**src/rtl/rom_loader.sv**
```systemverilog
// rom_loader: receives a length-prefixed, checksummed byte image and
// writes it into the program ROM store, holding the CPU until it is valid.
module rom_loader (
  input  logic        clk,
  input  logic        rst,
  input  logic [7:0]  inData,
  input  logic        inValid,
  output logic        inReady,
  output logic        romWe,
  output logic [11:0] romWaddr,
  output logic [7:0]  romWdata,
  output logic        cpuHold,
  output logic        loadDone,
  output logic        loadErr
);

  localparam logic [7:0] SYNC_BYTE = 8'hA5;

  typedef enum logic [2:0] {
    S_IDLE,
    S_LEN_HI,
    S_LEN_LO,
    S_DATA,
    S_CSUM,
    S_DONE,
    S_ERR
  } state_t;

  state_t      state_q, state_d;
  logic [3:0]  lenhi_q, lenhi_d;
  logic [12:0] rem_q, rem_d;
  logic [11:0] cnt_q, cnt_d;
  logic [7:0]  csum_q, csum_d;
  logic        we_q, we_d;
  logic [11:0] waddr_q, waddr_d;
  logic [7:0]  wdata_q, wdata_d;
  logic        hold_q, hold_d;
  logic        done_q, done_d;
  logic        err_q, err_d;
  logic        acc;
  logic [11:0] len_w;

  // A pending ROM write blocks intake for exactly one cycle.
  assign inReady  = !we_q;
  assign acc      = inValid && inReady;
  assign len_w    = {lenhi_q, inData};
  assign romWe    = we_q;
  assign romWaddr = waddr_q;
  assign romWdata = wdata_q;
  assign cpuHold  = hold_q;
  assign loadDone = done_q;
  assign loadErr  = err_q;

  // Next-state, datapath and status decisions.
  always_comb begin
    state_d = state_q;
    lenhi_d = lenhi_q;
    rem_d   = rem_q;
    cnt_d   = cnt_q;
    csum_d  = csum_q;
    we_d    = 1'b0;
    waddr_d = waddr_q;
    wdata_d = wdata_q;
    hold_d  = hold_q;
    done_d  = done_q;
    err_d   = err_q;
    unique case (state_q)
      S_IDLE: begin
        if (acc && inData == SYNC_BYTE)
          state_d = S_LEN_HI;
      end
      S_LEN_HI: begin
        if (acc) begin
          lenhi_d = inData[3:0];
          state_d = S_LEN_LO;
        end
      end
      S_LEN_LO: begin
        if (acc) begin
          // A zero length field means a full 4096-byte image.
          rem_d   = (len_w == 12'd0) ? 13'd4096
                                     : {1'b0, len_w};
          cnt_d   = 12'd0;
          csum_d  = 8'd0;
          state_d = S_DATA;
        end
      end
      S_DATA: begin
        if (we_q) begin
          if (rem_q == 13'd0)
            state_d = S_CSUM;
        end else if (acc) begin
          we_d    = 1'b1;
          waddr_d = cnt_q;
          wdata_d = inData;
          cnt_d   = cnt_q + 12'd1;
          csum_d  = csum_q + inData;
          rem_d   = rem_q - 13'd1;
        end
      end
      S_CSUM: begin
        if (acc) begin
          if (inData == csum_q) begin
            state_d = S_DONE;
            hold_d  = 1'b0;
            done_d  = 1'b1;
          end else begin
            state_d = S_ERR;
            err_d   = 1'b1;
          end
        end
      end
      S_DONE, S_ERR: begin
        if (acc && inData == SYNC_BYTE) begin
          state_d = S_LEN_HI;
          hold_d  = 1'b1;
          done_d  = 1'b0;
          err_d   = 1'b0;
        end
      end
      default: state_d = S_IDLE;
    endcase
  end

  // State and output registers; reset drops any pending write.
  always_ff @(posedge clk) begin
    if (rst) begin
      state_q <= S_IDLE;
      lenhi_q <= 4'd0;
      rem_q   <= 13'd0;
      cnt_q   <= 12'd0;
      csum_q  <= 8'd0;
      we_q    <= 1'b0;
      waddr_q <= 12'd0;
      wdata_q <= 8'd0;
      hold_q  <= 1'b1;
      done_q  <= 1'b0;
      err_q   <= 1'b0;
    end else begin
      state_q <= state_d;
      lenhi_q <= lenhi_d;
      rem_q   <= rem_d;
      cnt_q   <= cnt_d;
      csum_q  <= csum_d;
      we_q    <= we_d;
      waddr_q <= waddr_d;
      wdata_q <= wdata_d;
      hold_q  <= hold_d;
      done_q  <= done_d;
      err_q   <= err_d;
    end
  end

endmodule

```
**config.mk**
```make
export PLATFORM = sky130hd
export DESIGN_NAME = rom_loader
export DESIGN_NICKNAME = d
export VERILOG_FILES = /design/src/rtl/rom_loader.sv
export SDC_FILE = /design/constraint.sdc
export NUM_CORES = 1
export LEC_CHECK = 0
export CAP_MARGIN = 20
export CORE_UTILIZATION = 60
export DETAILED_ROUTE_END_ITERATION = 8
export GPL_TIMING_DRIVEN = 0
export MAX_ROUTING_LAYER = met4
export PLACE_DENSITY = 0.89
export SYNTH_ARGS = -nofsm -noshare
export SYNTH_HDL_FRONTEND = slang
export SYNTH_SLANG_ARGS = --single-unit
```
**constraint.sdc**
```tcl
create_clock -name clk -period 3.9 [get_ports clk]
set_clock_uncertainty 0.2 [all_clocks]
set_input_delay 0.39 -clock clk [delete_from_list [all_inputs] [get_ports clk]]
set_output_delay 0.39 -clock clk [all_outputs]
set_load 0.005 [all_outputs]
```
# --- Word level (Yosys, flattened, before mapping) ---
# Cells that the tools add are included.
# Widths: inputs -> output; s select.
totals:
  regBits: 64
  out_inout_bits: 25
  wordCells: 85
op_classes:
  n_addsub: 3
  n_eq_ne: 19
  n_mux: 33
  n_bitwise: 2
  reduce_logical: 17
op_table:
  columns: ["operator", "n"]
  rows:
  - ["$mux 13", 4]
  - ["$mux 12", 3]
  - ["$pmux 13 s2", 1]
  - ["$mux 8", 3]
  - ["$pmux 12 s2", 1]
  - ["$ne 2x2->1 const B", 10]
  - ["$mux 3", 6]
  - ["$pmux 8 s2", 1]
  - ["$pmux 3 s5", 1]
  - ["$logic_not 13->1", 1]
  - ["$sub 13x1->13 const B", 1]
  - ["$add 12x1->12 const B", 1]
  - ["$logic_not 12->1", 1]
  - ["$reduce_and 4->1", 3]
  - ["$eq 3x3->1 const B", 3]
  - ["$mux 1", 9]
  - ["$add 8x8->8", 1]
  - ["$eq 8x8->1", 1]
  - ["$eq 8x8->1 const B", 1]
  - ["$eq 3x2->1 const B", 2]
  - ["$pmux 1 s2", 3]
  - ["$reduce_and 6->1", 1]
  - ["$reduce_or 3->1", 2]
  - ["$reduce_bool 2->1", 2]
  - ["other kinds (10)", 12]

# --- Logic depth before layout (Yosys ltp) ---
logic_depth:
  depth_word: 5
  depth_mapped: 7

# --- Worst setup path before layout ---
# OpenSTA, ideal clock, no wires.
synth_timing:
  kind: "input-to-reg"
  start: "input port inData[0]"
  end: "register csum_q[6]"
  setup_ns: 0.117
  arrival_ns: 1.819
  required_ns: 3.583
  setup_slack_ns: 1.764
  cell_stages: 7
  cell_sequence: "ha_1 > fa_1 > a21o_1 > a21oi_1 > o21ai_0 > xor2_1 > a32o_1"
synth_between:
  elab_chain_cells: 4
synth_lines:
  columns: ["element", "line_no", "rtl"]
  rows:
  - ["from (decl)", "6", "input logic [7:0] inData,"]
  - ["$add 8x8->8", "97", "csum_d = csum_q + inData;"]
  - ["$mux 8", "92", "end else if (acc) begin"]
  - ["$mux 8", "89", "if (we_q) begin"]
  - ["$pmux 8 s2", "67", "unique case (state_q)"]
  - ["to (signal assigned)", "144", "csum_q <= csum_d;"]
  - ["to (decl)", "33", "logic [7:0] csum_q, csum_d;"]
# No other way between the ends. The select of a mux whose other input is x is not followed.
# A chain may end at the register's enable or synchronous reset.

# --- Worst setup path after layout ---
# Ends and elaborated chain as after synthesis.

==> results.json <==
{
  "status": "completed",
  "die_y_um": 77.04,
  "power_frac_clock": 0.420,
  "firstDrtPassIters": 5,
  "antenna_found_initial": 0,
  "tightestPinTransition_ns": 0.6964,
  "min_to": "romWdata[7]",
  "r2r-start": "romWe",
  "synth_top_family_by_area": "simple AND/OR/NAND/NOR gates",
  "fp.dieW_um": 77.04,
  "place_ws_ns": 0.9683,
  "layout.nets": 493,
  "grt_overflow": 0,
  "p_comb_frac": 0.189,
  "port_buffers": 34,
  "gp_congestion": 0.9692,
  "synthArstFlopShare": 0,
  "syn_inst": 426,
  "power-per-cell-area_nw_per_um2": 430.0,
  "syn_area_um2": 3378,
  "grt_max_degree": 12,
  "r2r-end": "romWaddr[10]",
  "drt-wirelength-per-cell_um": 17.71,
  "rows": 26,
  "clock_sinks": 64,
  "hp-start": "inData[7]",
  "irDropWorstVdd_mv": 0.3398,
  "synthSimpleGateAreaFrac": 0.2815,
  "worstSkewPairLatency_ns": 0.36,
  "synth_compound_gate_area_share": 0.2026,
  "num_io_pins": 36,
  "muxShareOfSynthArea": 0.02852,
  "nFillCells": 424,
  "fin_crit_ns": 2.585,
  "cts_resized": 0,
  "area_growth_pct": 20.19,
  "post-cts-setup-buffer-count": 0,
  "drv_cap": 0,
  "maxSlewHeadroom": 0.5358,
  "power_frac_seq": 0.391,
  "min_path_cells": 3,
  "num_vias": 3464,
  "start_util": 0.6410,
  "cts_tree": "yes",
  "synth_edf_count": 0,
  "path_max_fanout": 6,
  "yosysWarningCount": 0,
  "final_area_um2": 4060,
  "timing.fmax_mhz": 386.8,
  "h-tree-depth": 3,
  "crit_slowest_cell": "clkdlybuf4s50_1",
  "mostFrequentLayoutCells": "nand2_1, dfxtp_1, a21oi_1",
  "synth_area_leaders": "dfxtp_1, nand2_1, a21oi_1, ha_1, nor2_1",
  "r2r_slack_ns": 1.70,
  "root_buffer": "clkbuf_8",
  "die_area_um2": 5934,
  "yosysTopAreaCell": "dfxtp_1",
  "synth_xor_area_frac": 0.01815,
  "p_leak_nw": 1.492,
  "crit_buf_inv": 1,
  "crit_family": "compound AO/OA/AOI/OAI gates",
  "synth_seq_cells": 64,
  "clockBufferDepth": 2,
  "cp.required_ns": 3.95,
  "synth.avg_cell_area_um2": 7.930,
  "core-area_um2": 5270,
  "viasPerCell": 6.344,
  "cts_buffers": 9,
  "final.setup.tns_ns": 0,
  "synth_fa_ha_area_frac": 0.04296,
  "ant_nets": 0,
  "setup_ws_ns": 1.315,
  "layout_worst_path_cycle_share": 0.6628,
  "finalHoldViolations": 0,
  "ctsHoldBuffers": 0,
  "slowest_delay_ns": 0.57,
  "hpwl_um": 6599,
  "path_cells": "clkdlybuf4s50_1 -> ha_1 -> fa_1 -> a21o_1 -> a21oi_1 -> o21ai_0 -> xor2_1 -> a32o_1",
  "cp-start-kind": "input port",
  "route.detailed.drc": 0,
  "switching_power_w": 0.0005059,
  "hold_path_class": "input port to register",
  "power_w": 0.001746,
  "end_kind": "register",
  "layout_commonest_cell": "nand2_1",
  "slew_violations": 0,
  "first_global_vias": 3306,
  "reg2regPathDepth": 6,
  "placedInstanceArea_um2": 3806,
  "p_sw_frac": 0.2898,
  "grtUsageTotal": 0.3565,
  "yosysUniqueCellTypes": 61,
  "netlist.area_leader.share": 0.3793,
  "routed_wirelength_um": 9672,
  "diodes": 0,
  "finalSetupViolCount": 0,
  "drive_above_1_share": 0.09454,
  "ys.flop_type": "dfxtp_1",
  "final_util": 0.7704,
  "syn_nets": 448,
  "p_int_w": 0.001240,
  "yosysSeqAreaShare": 0.3793,
  "worstSetupPathType": "input port to register",
  "drt_iter0_drc": 299,
  "worstPathArrival_ns": 2.63,
  "grt_first_pass_wirelength_um": 15780,
  "clk_pin_slew_ns": 0.07,
  "rsz0062_at_grt": "no"
}
==> flip-flops by register name (all words and copies together), names as in the netlist <==
name,flops
rem_q,13
cnt_q,12
romWaddr,12
csum_q,8
romWdata,8
lenhi_q,4
state_q,3
cpuHold,1
loadDone,1
loadErr,1
romWe,1
==> worst min-delay path, stage by stage <==
cell and delay (ns):
buf_2 0.18, nand2_1 0.08, a21oi_1 0.06
==> per-stage QoR <==
step / cells / hold slack (ns)
after floorplan: 426 / 0.2356
after global placement: 530 / 0.2415
after detailed placement: 530 / 0.2458
after CTS: 546 / 0.1836
after global routing: 546 / 0.1966
final: 546 / 0.2026
==> worst max-delay path by stage <==
stage	start	endpoint	slack [ns]	cells after the start
floorplan	inData[0]	csum_q[6]	1.76	7
global placement	inData[0]	csum_q[6]	1.01	8
detailed placement	inData[0]	csum_q[6]	0.97	8
CTS	inData[0]	csum_q[6]	1.34	8
global route	inData[0]	csum_q[6]	1.24	8
finish	inData[0]	csum_q[6]	1.31	8
==> synthesized netlist by cell type, types with 2 or more instances <==
cell type  instances
o21ai_1            3
o32ai_1            2
a21oi_1           49
ha_1              10
dfxtp_1           64
o221a_1            2
buf_6              2
nor4_1             6
nand2_1           76
a211oi_1           6
o21ai_0           20
nor2_1            33
mux2i_1            7
nor3_2             2
and2_1             3
nor2b_1            5
and3_1             2
o21a_1             2
inv_1              6
xor2_1             3
nor3_1            12
xnor2_1            4
or3_1              3
nor3b_2            2
o31ai_1            2
nand4_1            5
a21o_1             6
a31oi_1            2
nand3_1           21
nand2b_1           2
and4_1             3
a22oi_1            7
buf_2             10
nand3b_1           4
clkbuf_1          14
==> final cells by class <==
cell class                 instances  area, um^2  area share
buffer                            27       132.6     0.03267
multi-input combinational        328        1938      0.4774
sequential                        64        1281      0.3156
inverter                           7       26.28    0.006472
tap                               70       87.58     0.02157
clock inverter                     5       102.6     0.02527
clock buffer                      11       151.4     0.03729
timing repair buffer              34       340.3     0.08382
==> logic make-up (layout without fill, tap and decap cells) <==
| kind of cell | after synthesis | in the layout |
|---|---|---|
| xor gates and xnor gates | 7 | 7 |
| AOI/OAI and AO/OA | 111 | 111 |
| DFF | 64 | 64 |
| muxes | 9 | 9 |
| buffers and inverters | 34 | 84 |
| and+or+nand+nor | 190 | 190 |
| adders and majority gates | 11 | 11 |
==> power groups by stage <==
stage | registers [W] | logic [W] | clock network, W
global route | 0.000683 | 0.000353 | 0.000760
detailed placement | 0.000696 | 0.000316 | 0
global placement | 0.000695 | 0.000308 | 0
finish | 0.000682 | 0.000330 | 0.000734
floorplan | 0.000692 | 0.000227 | 0
CTS | 0.000681 | 0.000319 | 0.000731
==> routing by layer <==
| metal | routed length, um | vias up | track usage |
|---|---|---|---|
| li1 | - | 1613 | - |
| met1 | 3878 | 1617 | 0.3972 |
| met2 | 4696 | 201 | 0.5902 |
| met3 | 833 | 33 | 0.1060 |
| met4 | 263 | 0 | 0.1566 |
| met5 | 0 | - | - |
Note: power is estimated with default switching activity, not from simulation.
==> RTL change (same flow settings) <==
Make the reset (`rst`) asynchronous in one clocked block.
--- a/src/rtl/rom_loader.sv
+++ b/src/rtl/rom_loader.sv
@@ -125,3 +125,3 @@
   // State and output registers; reset drops any pending write.
-  always_ff @(posedge clk) begin
+  always_ff @(posedge clk or posedge rst) begin
     if (rst) begin
Check against the original RTL: differs if rst is asserted again (counterexample within 10 cycles, from zero or initial values and one cycle with rst high); with rst held inactive, the same outputs for 10 cycles.
==> RTL change against the unedited design <==
Sequential cell count is the same. Area after synthesis shrank 1.9%. Setup slack lost 0.37 ns. Design area shrank 3.1%. Synthesized cell count shrank 10%. Via count shrank 12%. Wire length shrank 15%. Utilization shrank 1.5 points. Sequential share of layout area grew 9.2 points. Count of clock-buffer cells in the layout shrank 1. Critical path type unchanged. Largest cell class is now flip-flops and latches.
Power is not compared: it rests on default switching activity, and its combinational part moved more than twofold at a synthesized area within 25%.
==> RTL change: results (changes against the unedited design) <==
| Metric | Value |
|---|---|
| Setup bufs post-CTS | 0 (unchanged) |
| Pre-CTS setup slack | 0.662 ns (was 0.968 ns) |
| Unique cell type count in the Yosys netlist | 50 (was 61) |
| Rel. slew slack | 0.532 (was 0.536) |
| CP endpoint | loadDone (was csum_q[6]) |
| First-pass GRT wire length | 14000 um (was 15800 um) |
| Gr usage total | 0.318 (was 0.356) |
| GPL Wtd Cong | 0.912 (was 0.969) |
| Antenna violations before repair | 0 (unchanged) |
| Post_cts resized | 0 (unchanged) |
| Number of global-route vias before repair | 2952 (was 3306) |
| CP arrival | 3.04 ns (was 2.63 ns) |
| Diode count | 0 (unchanged) |
| Filler instances | 382 (was 424) |
| Share of the yosys chip area belonging to registers | 0.483 (was 0.379) |
| Root Driver | clkbuf_8 (unchanged) |
| Fin crit share | 0.759 (was 0.663) |
| Largest net degree at the start of global routing | 34 (was 12) |
| HPWL after DPL | 5700 um (was 6600 um) |
| H-tree levels | 3 (unchanged) |
| Nets | 451 (was 493) |
| Via density | 6.10 (was 6.34) |
| Synth cell count leaders | nand2_1, dfrtp_1, o21ai_0, nor2_1 (was nand2_1, dfxtp_1, a21oi_1, nor2_1, nand3_1) |
| Max FFs per register | 13 (unchanged) |
| Drt first-iter violations | 362 (was 299) |
| Synth Warn # | 0 (unchanged) |
| Largest Register | rem_q (unchanged) |
| Wire per inst | 16.4 um (was 17.7 um) |
| Reg2reg path depth | 5 (was 6) |
| Outcome | finished clean (unchanged) |
| IO Port Bufs | 35 (was 34) |
| Pre-Repair DR Iteration Count | 5 (unchanged) |
| Worst flop-to-flop path startpoint | csum_q[5] (was romWe) |
| Ys async rst share | 1.00 (was 0) |
| Reg clk slew, reported paths | 0.07 ns (about the same) |
| Clk Latency, worst-skew pair | 0.34 ns (was 0.36 ns) |
| GR Util met2 | 0.478 (was 0.590) |
| Worst setup path start | inData[5] (was inData[0]) |
| LEAKAGE | 1.79 nW |
| Maximum clock path buffer count | 2 (unchanged) |
| TritonCTS Buffers | 9 (unchanged) |
| R2R Setup Slk | 1.26 ns (was 1.70 ns) |
| CP max FO | 5 (was 6) |
| Grt met3 use | 0.0635 (was 0.106) |
| Main synth FF type | dfrtp_1 (was dfxtp_1) |
| Synthesized net count | 404 (was 448) |
| Met1 Usage GRT | 0.409 (was 0.397) |
| Worst min path class | flop to flop (was primary input to flop) |
| Synth top area cells | dfrtp_1, nand2_1, o21ai_0 (was dfxtp_1, nand2_1, a21oi_1) |
| Share of post-route cells with drive strength above 1 | 0.0648 (was 0.0945) |
| Crit path max-delay cell type | clkdlybuf4s50_1 (unchanged) |
-- RTL change: changes by cell type after synthesis, moves of 14 or more --
cell | before | now
a21oi_1 | 49 | 18
dfrtp_1 | 0 | 63
dfxtp_1 | 64 | 0
nand2_1 | 76 | 103
nor2_1 | 33 | 19
o21ai_0 | 20 | 39
-- RTL change: cell families after synthesis --
| family | count (synthesis) | share of synthesized area |
|---|---|---|
| buffers and inverters | 30 | 0.0366 |
| multiplexers | 5 | 0.0166 |
| XOR/XNOR | 6 | 0.0158 |
| AND/OR/NAND/NOR | 174 | 0.236 |
| flip-flops | 64 | 0.483 |
| AO/OA/AOI/OAI | 92 | 0.168 |
| adder cells (fa/ha/maj) | 11 | 0.0438 |
-- RTL change: metal layers --
layer | wire length, um | vias up
met4 | 200 | 0
met5 | 0 | -
li1 | - | 1434
met2 | 3930 | 159
met3 | 627 | 26
met1 | 3470 | 1442
-- RTL change: through the flow --
stage	cells	instance area [um^2]	power, mW	util
2_1_floorplan	382	3320	1.65	-
3_3_place_gp	487	3750	1.94	0.721
3_5_place_dp	488	3770	2.00	0.725
4_1_cts	502	3930	2.48	0.756
5_1_grt	502	3930	2.67	0.756
6_report	502	3930	2.50	0.756
-- RTL change: worst max-delay path, delay by kind of cell --
family	cells	cell delay, ns
and+or+nand+nor	3	1.48
buffers and inverters	1	0.57
adders and majority gates	1	0.44
AOI/OAI and AO/OA	1	0.17
-- RTL change: worst min-delay path by stage --
stage          slack, ns      endpoint          from  depth (start not counted)
5_1_grt             0.30   romWdata[4]   romWdata[4]                          2
3_5_place_dp        0.26   romWaddr[0]   romWaddr[0]                          2
6_report            0.28   romWaddr[7]   romWaddr[7]                          2
3_3_place_gp        0.26  romWaddr[10]  romWaddr[10]                          2
2_1_floorplan       0.24     csum_q[0]     csum_q[0]                          2
4_1_cts             0.28   romWaddr[0]   romWaddr[0]                          2
-- RTL change: cell type report --
type                            count  area (um^2)  area share
Sequential cell                    64         1600       0.407
Multi-Input combinational cell    288         1590       0.405
Timing Repair Buffer               36          370      0.0941
Clock buffer                       10          138      0.0350
Tap cell                           70         87.6      0.0223
Buffer                             20         83.8      0.0213
Inverter                           10         37.5     0.00954
Clock inverter                      4         22.5     0.00573
-- RTL change: where the power goes --
part | internal, mW | leakage, nW | switching, mW
clock network | 0.237 | 0.0838 | 0.249
registers | 0.858 | 0.837 | 0.161
logic | 0.430 | 0.868 | 0.565
